===== src/rtl/control_path_param_if.sv =====
`default_nettype none
// ------------------------------------------------------------------
// control_path_param_if : mode request, status and datapath controls
// Rev 1.0
// ------------------------------------------------------------------
interface control_path_param_if #(
  parameter int STEP_W = 2
);
  logic [1:0]        on;
  logic              start;
  logic              flag;
  logic [1:0]        regime;
  logic              active;
  logic [1:0]        y_select_next;
  logic [STEP_W-1:0] s_step;
  logic              y_en;
  logic              s_en;
  logic              y_store_x;
  logic              s_add;
  logic              s_zero;
  logic              busy;
  logic              done;

  modport master (
    input  on, start, flag,
    output regime, active, y_select_next, s_step, y_en, s_en,
           y_store_x, s_add, s_zero, busy, done
  );

  modport slave (
    output on, start, flag,
    input  regime, active, y_select_next, s_step, y_en, s_en,
           y_store_x, s_add, s_zero, busy, done
  );
endinterface
`default_nettype wire


===== src/rtl/control_path_param.sv =====
`default_nettype none
// ------------------------------------------------------------------
// control_path_param : COUNT / ACCUM / SEQ controller for the s/y datapath
// Rev 1.0
// ------------------------------------------------------------------
module control_path_param #(
  parameter int STEP_W   = 2,
  parameter int CNT_N    = 5,
  parameter int CNT_GAP  = 3,
  parameter int CNT_STEP = 2,
  parameter int ACC_STEP = 1,
  parameter int ACC_MAX  = 15,
  parameter int SEQ_REP  = 1
) (
  input  wire logic            clk,
  input  wire logic            rst,
  control_path_param_if.master bus
);

  localparam int PCNT_W = $clog2(CNT_N + 1);
  localparam int GAP_W  = $clog2(CNT_GAP + 1);
  localparam int ACNT_W = (ACC_MAX > 0) ? $clog2(ACC_MAX + 1) : 1;
  localparam int REP_W  = $clog2(SEQ_REP + 1);

  localparam logic [PCNT_W-1:0] PCNT_LAST  = PCNT_W'(CNT_N - 1);
  localparam logic [GAP_W-1:0]  GAP_RELOAD = GAP_W'(CNT_GAP - 1);
  localparam logic [ACNT_W-1:0] ACNT_CAP   = ACNT_W'((ACC_MAX > 0) ? ACC_MAX : 1);
  localparam logic [ACNT_W-1:0] ACNT_LAST  = ACNT_W'((ACC_MAX > 0) ? ACC_MAX - 1 : 0);
  localparam logic [REP_W-1:0]  REP_LAST   = REP_W'(SEQ_REP - 1);
  localparam logic [STEP_W-1:0] STEP_CNT   = STEP_W'(CNT_STEP);
  localparam logic [STEP_W-1:0] STEP_ACC   = STEP_W'(ACC_STEP);

  typedef enum logic [1:0] {
    S_IDLE  = 2'd0,
    S_COUNT = 2'd1,
    S_ACCUM = 2'd2,
    S_SEQ   = 2'd3
  } state_t;

  state_t            state, state_n;
  logic [PCNT_W-1:0] pcnt, pcnt_n;
  logic [GAP_W-1:0]  gap, gap_n;
  logic [ACNT_W-1:0] acnt, acnt_n;
  logic [1:0]        phase, phase_n;
  logic [REP_W-1:0]  rep, rep_n;
  logic              done_r, done_n;

  always_ff @(posedge clk or posedge rst) begin
    if (rst) begin
      state  <= S_IDLE;
      pcnt   <= '0;
      gap    <= '0;
      acnt   <= '0;
      phase  <= '0;
      rep    <= '0;
      done_r <= 1'b0;
    end else begin
      state  <= state_n;
      pcnt   <= pcnt_n;
      gap    <= gap_n;
      acnt   <= acnt_n;
      phase  <= phase_n;
      rep    <= rep_n;
      done_r <= done_n;
    end
  end

  always_comb begin
    state_n           = state;
    pcnt_n            = pcnt;
    gap_n             = gap;
    acnt_n            = acnt;
    phase_n           = phase;
    rep_n             = rep;
    done_n            = 1'b0;
    bus.regime        = state;
    bus.busy          = (state != S_IDLE);
    bus.done          = done_r;
    bus.active        = 1'b0;
    bus.y_select_next = 2'd0;
    bus.s_step        = '0;
    bus.y_en          = 1'b0;
    bus.s_en          = 1'b0;
    bus.y_store_x     = 1'b0;
    bus.s_add         = 1'b0;
    bus.s_zero        = 1'b0;

    case (state)
      S_IDLE: begin
        pcnt_n  = '0;
        gap_n   = '0;
        acnt_n  = '0;
        phase_n = '0;
        rep_n   = '0;
        case (bus.on)
          2'b01:   state_n = S_COUNT;
          2'b10:   state_n = S_ACCUM;
          2'b11:   state_n = S_SEQ;
          default: state_n = S_IDLE;
        endcase
      end

      S_COUNT: begin
        if (bus.start) begin
          bus.active = 1'b1;
          if (gap == '0) begin
            bus.s_en   = 1'b1;
            bus.s_step = STEP_CNT;
            bus.s_zero = (pcnt == '0);
            if (pcnt == PCNT_LAST) begin
              state_n = S_IDLE;
              done_n  = 1'b1;
            end else begin
              pcnt_n = pcnt + PCNT_W'(1);
              gap_n  = GAP_RELOAD;
            end
          end else begin
            gap_n = gap - GAP_W'(1);
          end
        end else if (bus.on == 2'b00) begin
          // Paused with mode withdrawn: abandon the run silently.
          state_n = S_IDLE;
        end
      end

      S_ACCUM: begin
        if (bus.start) begin
          bus.active        = 1'b1;
          bus.s_en          = 1'b1;
          bus.s_add         = 1'b1;
          bus.s_step        = STEP_ACC;
          bus.y_en          = bus.flag;
          bus.y_select_next = {1'b0, bus.flag};
          if (acnt != ACNT_CAP) begin
            acnt_n = acnt + ACNT_W'(1);
          end
          if ((ACC_MAX != 0) && (acnt == ACNT_LAST)) begin
            state_n = S_IDLE;
            done_n  = 1'b1;
          end
        end else begin
          state_n = S_IDLE;
        end
      end

      default: begin
        bus.active = 1'b1;
        case (phase)
          2'd0: begin
            bus.y_store_x = 1'b1;
            bus.y_en      = 1'b1;
            phase_n       = 2'd1;
          end
          2'd1: begin
            bus.y_select_next = 2'd2;
            bus.y_en          = 1'b1;
            phase_n           = 2'd2;
          end
          default: begin
            bus.s_en   = 1'b1;
            bus.s_step = STEP_W'(1);
            if (rep == REP_LAST) begin
              state_n = S_IDLE;
              done_n  = 1'b1;
            end else begin
              rep_n   = rep + REP_W'(1);
              phase_n = 2'd0;
            end
          end
        endcase
      end
    endcase
  end

endmodule
`default_nettype wire

===== src/flat_wrapper.sv =====
// flat-port wrapper written by rule: the top's interface ports become plain ports
module control_path_param_flat 
#(
  parameter int STEP_W   = 2,
  parameter int CNT_N    = 5,
  parameter int CNT_GAP  = 3,
  parameter int CNT_STEP = 2,
  parameter int ACC_STEP = 1,
  parameter int ACC_MAX  = 15,
  parameter int SEQ_REP  = 1
)
  (clk, rst, bus_on, bus_start, bus_flag, bus_regime, bus_active, bus_y_select_next, bus_s_step, bus_y_en, bus_s_en, bus_y_store_x, bus_s_add, bus_s_zero, bus_busy, bus_done);
  control_path_param_if #(.STEP_W(STEP_W)) bus_i ();
  input  wire logic clk;
  input  wire logic rst;
  input wire logic [$bits(bus_i.on)-1:0] bus_on;
  input wire logic [$bits(bus_i.start)-1:0] bus_start;
  input wire logic [$bits(bus_i.flag)-1:0] bus_flag;
  output wire logic [$bits(bus_i.regime)-1:0] bus_regime;
  output wire logic [$bits(bus_i.active)-1:0] bus_active;
  output wire logic [$bits(bus_i.y_select_next)-1:0] bus_y_select_next;
  output wire logic [$bits(bus_i.s_step)-1:0] bus_s_step;
  output wire logic [$bits(bus_i.y_en)-1:0] bus_y_en;
  output wire logic [$bits(bus_i.s_en)-1:0] bus_s_en;
  output wire logic [$bits(bus_i.y_store_x)-1:0] bus_y_store_x;
  output wire logic [$bits(bus_i.s_add)-1:0] bus_s_add;
  output wire logic [$bits(bus_i.s_zero)-1:0] bus_s_zero;
  output wire logic [$bits(bus_i.busy)-1:0] bus_busy;
  output wire logic [$bits(bus_i.done)-1:0] bus_done;
  assign bus_i.on = bus_on;
  assign bus_i.start = bus_start;
  assign bus_i.flag = bus_flag;
  assign bus_regime = bus_i.regime;
  assign bus_active = bus_i.active;
  assign bus_y_select_next = bus_i.y_select_next;
  assign bus_s_step = bus_i.s_step;
  assign bus_y_en = bus_i.y_en;
  assign bus_s_en = bus_i.s_en;
  assign bus_y_store_x = bus_i.y_store_x;
  assign bus_s_add = bus_i.s_add;
  assign bus_s_zero = bus_i.s_zero;
  assign bus_busy = bus_i.busy;
  assign bus_done = bus_i.done;
  control_path_param #(.STEP_W(STEP_W), .CNT_N(CNT_N), .CNT_GAP(CNT_GAP), .CNT_STEP(CNT_STEP), .ACC_STEP(ACC_STEP), .ACC_MAX(ACC_MAX), .SEQ_REP(SEQ_REP)) u_core (.clk(clk), .rst(rst), .bus(bus_i));
endmodule

===== config.mk =====
export PLATFORM = sky130hd
export DESIGN_NAME = control_path_param_flat
export DESIGN_NICKNAME = d
export VERILOG_FILES = /design/src/rtl/control_path_param_if.sv /design/src/rtl/control_path_param.sv /design/src/flat_wrapper.sv
export SDC_FILE = /design/constraint.sdc
export NUM_CORES = 1
export LEC_CHECK = 0
export ABC_AREA = 1
export BUFFER_PORTS_ARGS = -buffer_cell sky130_fd_sc_hd__buf_2
export CAP_MARGIN = 20
export CORE_UTILIZATION = 40
export CTS_BUF_LIST = sky130_fd_sc_hd__clkbuf_16
export CTS_CLUSTER_DIAMETER = 60
export DETAILED_ROUTE_END_ITERATION = 10
export GPL_ROUTABILITY_DRIVEN = 0
export GPL_TIMING_DRIVEN = 0
export PLACE_DENSITY = 0.66
export SYNTH_ARGS = -nofsm -noshare
export SYNTH_HDL_FRONTEND = slang
export SYNTH_SLANG_ARGS = --single-unit
export TNS_END_PERCENT = 20

===== constraint.sdc =====
create_clock -name clk -period 2.8 [get_ports clk]
set_clock_uncertainty 0.05 [all_clocks]
set_input_delay 0.42 -clock clk [delete_from_list [all_inputs] [get_ports clk]]
set_output_delay 0.42 -clock clk [all_outputs]
set_load 0.1 [all_outputs]

==> run_results.csv <==
group,metric,value,unit
synth,synth_top_area_cell,"dfrtp_1",
floorplan,io_pins,20,
detailed_routing,wirelength,1890,um
placed_design,io_buffer_count,19,
floorplan,start_util,0.429,
synth,yosysUniqueCellTypes,22,
worst_setup_path,crit_start,"u_core.bus.regime[0]$_DFFE_PP0P_",
worst_setup_path,endpoint_kind,"output port",
clock_network,cts_hold_buf,0,
cells_and_area,fin_nets,168,
worst_setup_path,crit_chain,"inv_1, ha_1, nand2_2, o21ai_4, or2_2, buf_2",
timing,fmax,0.412,GHz
grt,grt_pass1_vias,797,
clock_network,numCtsBuffers,3,
timing,min_period_over_period,0.866,
synth,ys_async_sr_fraction,1.00,
worst_setup_path,cp_num_buf_inv,2,
worst_setup_path,critPathKind,"flop to output port",
clock_network,postCtsResizedCells,0,
synth,synth_area,957,um^2
timing,rsz0062_at_grt,"no",
synth,synth_most_common_cell,"nand2_1",
grt,overflow,0,
timing,setup_ws,374,ps
grt,grt.met3_usage,0.0268,
grt,antenna_found_initial,0,
cells_and_area,drive_gt1_frac,0.260,
worst_setup_path,cp_data_arrival_time,1960,ps
synth,synth_area_leaders,"dfrtp_1 (37%), ha_1 (14%), nand2_1 (13%), inv_1 (7.8%), nand3_1 (7.3%)",
placed_design,place_ws,633,ps
synth,ys.flop_type,"dfrtp_1",
cells_and_area,antennaDiodeCount,0,
clock_network,cts_tree,"built",
floorplan,core-area,0.00223,mm^2
worst_setup_path,reg2reg_from,"u_core.bus.regime[0]$_DFFE_PP0P_",
cells_and_area,fin_cells,178,
status,run_status,"finished clean",
cells_and_area,finalCoreUtilization,0.537,
grt,gr-usage-met2,0.276,
grt,grt_pass1_wl,3300,um
clock_network,cts-root-buf,"clkbuf_16",
clock_network,cts.clk_slew.worst_paths,50,ps
synth,avgSynthCellArea,7.54,um^2
grt,grtUsageTotal,0.172,
timing,max_slew.worst_pin.slew,531,ps
synth,synth_cells,127,
worst_setup_path,cpLargestDelayFamily,"buffers and inverters",
timing,setup_viol,0,
floorplan,die_h,50.9,um
grt,grt_use_met1,0.219,
cells_and_area,nFillCells,207,
placed_design,dp.cells,174,
detailed_routing,drt_pass1_iterations,4,
worst_setup_path,cp_max_fo,7,
detailed_routing,via_count,850,
synth,synth_commonest_cells,"nand2_1 (32), inv_1 (20), dfrtp_1 (14), nand3_1 (14), ha_1 (11)",
timing,hold_violations,0,
worst_setup_path,crit_path_top_delay_cell,"dfrtp_1",
timing,fin_crit,2430,ps
timing,max_slew_margin,0.646,
worst_setup_path,start_kind,"flop",
detailed_routing,route.detailed.drc,0,
clock_network,clk_path_buf_depth,2,
clock_network,htreeDepth,1,
worst_hold_path,hp-class,"input port to asynchronous set/reset pin",
synth,synth_top_area_frac,0.366,
detailed_routing,postRouteAntennaNets,0,
cells_and_area,area_delta_synth_final,25.4,%
grt,grt_max_degree,15,
synth,synth_edf_count,0,
clock_network,insertion_delay,240,ps
grt,grt-busiest-layer,"met2",
worst_setup_path,cp_slowest_stage_delay,440,ps
clock_network,post_cts_buffers,0,
synth,ys_seq_elements,14,
job,drv_cap,0,
placed_design,hpwl,1480,um
synth,yosysSeqAreaShare,0.366,
worst_setup_path,cp.required,2330,ps
floorplan,rows,17,
floorplan,die_width,50.9,um
synth,mappedNetlistNets,144,
floorplan,die_area,0.00259,mm^2
detailed_routing,drtIter0Drc,17,
clock_network,cts.sinks,14,
timing,slew_viol_final,0,
synth,synth_warnings,0,
detailed_routing,wl_per_cell,10.6,um
detailed_routing,viasPerCell,4.78,
worst_setup_path,rrSetupSlack,1120,ps
-- kinds of logic (layout without fill, tap and decap cells) --
logic type / count (synthesis) / in the layout / share of synthesized area
AOI/OAI and AO/OA: 14 / 14 / 0.0810
xor gates and xnor gates: 2 / 2 / 0.0183
adders and majority gates: 11 / 11 / 0.144
buffers and inverters: 24 / 47 / 0.0980
DFF: 14 / 14 / 0.366
and+or+nand+nor: 62 / 62 / 0.293
-- per-layer routing --
layer	routed length [um]	part of all wire
met1	892	0.47
met2	881	0.47
met3	82	0.043
met4	33	0.017
met5	0	0
-- area by class of cell --
type,instances,area (um^2),share of cell area
inverter,24,93.8,0.0782
clock inverter,1,3.75,0.00313
clock buffer,3,75.1,0.0626
sequential,14,350,0.292
timing repair buffer,19,95.1,0.0792
multi-input combinational,89,547,0.456
tap,28,35.0,0.0292
-- path summary, 6_finish.rpt --
kind | endpoint | cells past startpoint
min in group clk | u_core.bus.regime[1]$_DFFE_PP0P_ | 5
worst max register to register | u_core.bus.regime[0]$_DFFE_PP0P_ | 8
worst max-delay path | bus_s_en | 6
max in group asynchronous | u_core.pcnt[0]$_DFFE_PP0P_ | 2
worst min-delay path | u_core.bus.done$_DFF_PP0_ | 2
worst min register to register | u_core.pcnt[0]$_DFFE_PP0P_ | 2
-- state kept, by name (all words and copies together) (netlist names) --
| signal | cells |
|---|---|
| u_core.acnt | 4 |
| u_core.pcnt | 3 |
| u_core.bus.regime | 2 |
| u_core.gap | 2 |
| u_core.phase | 2 |
| u_core.bus.done | 1 |
-- metrics by stage --
stage	instance area, um^2	TNS (ps)	hold WS (ps)
6_report	1200	0	159
5_1_grt	1200	0	209
4_1_cts	1200	0	189
3_5_place_dp	1120	0	454
3_3_place_gp	1120	0	445
2_1_floorplan	991	-1310	259
-- placed cells by master, fill, tap and decap left out, drive strengths merged --
| cell | Yosys | final |
|---|---|---|
| clkinv | 1 | 2 |
| nand4 | 1 | 1 |
| dfrtp | 14 | 14 |
| o21ai | 10 | 10 |
| buf | 0 | 19 |
| clkbuf | 0 | 3 |
| ha | 11 | 11 |
| nor2 | 9 | 9 |
| xor2 | 2 | 2 |
| nand3 | 15 | 15 |
| inv | 23 | 23 |
| or2 | 1 | 1 |
| o22ai | 3 | 3 |
| nor3b | 1 | 1 |
| nand2 | 35 | 35 |
| a21oi | 1 | 1 |
Power is not shown: default switching activity piles up to over one toggle a cycle in this logic, so the estimate is an artifact.
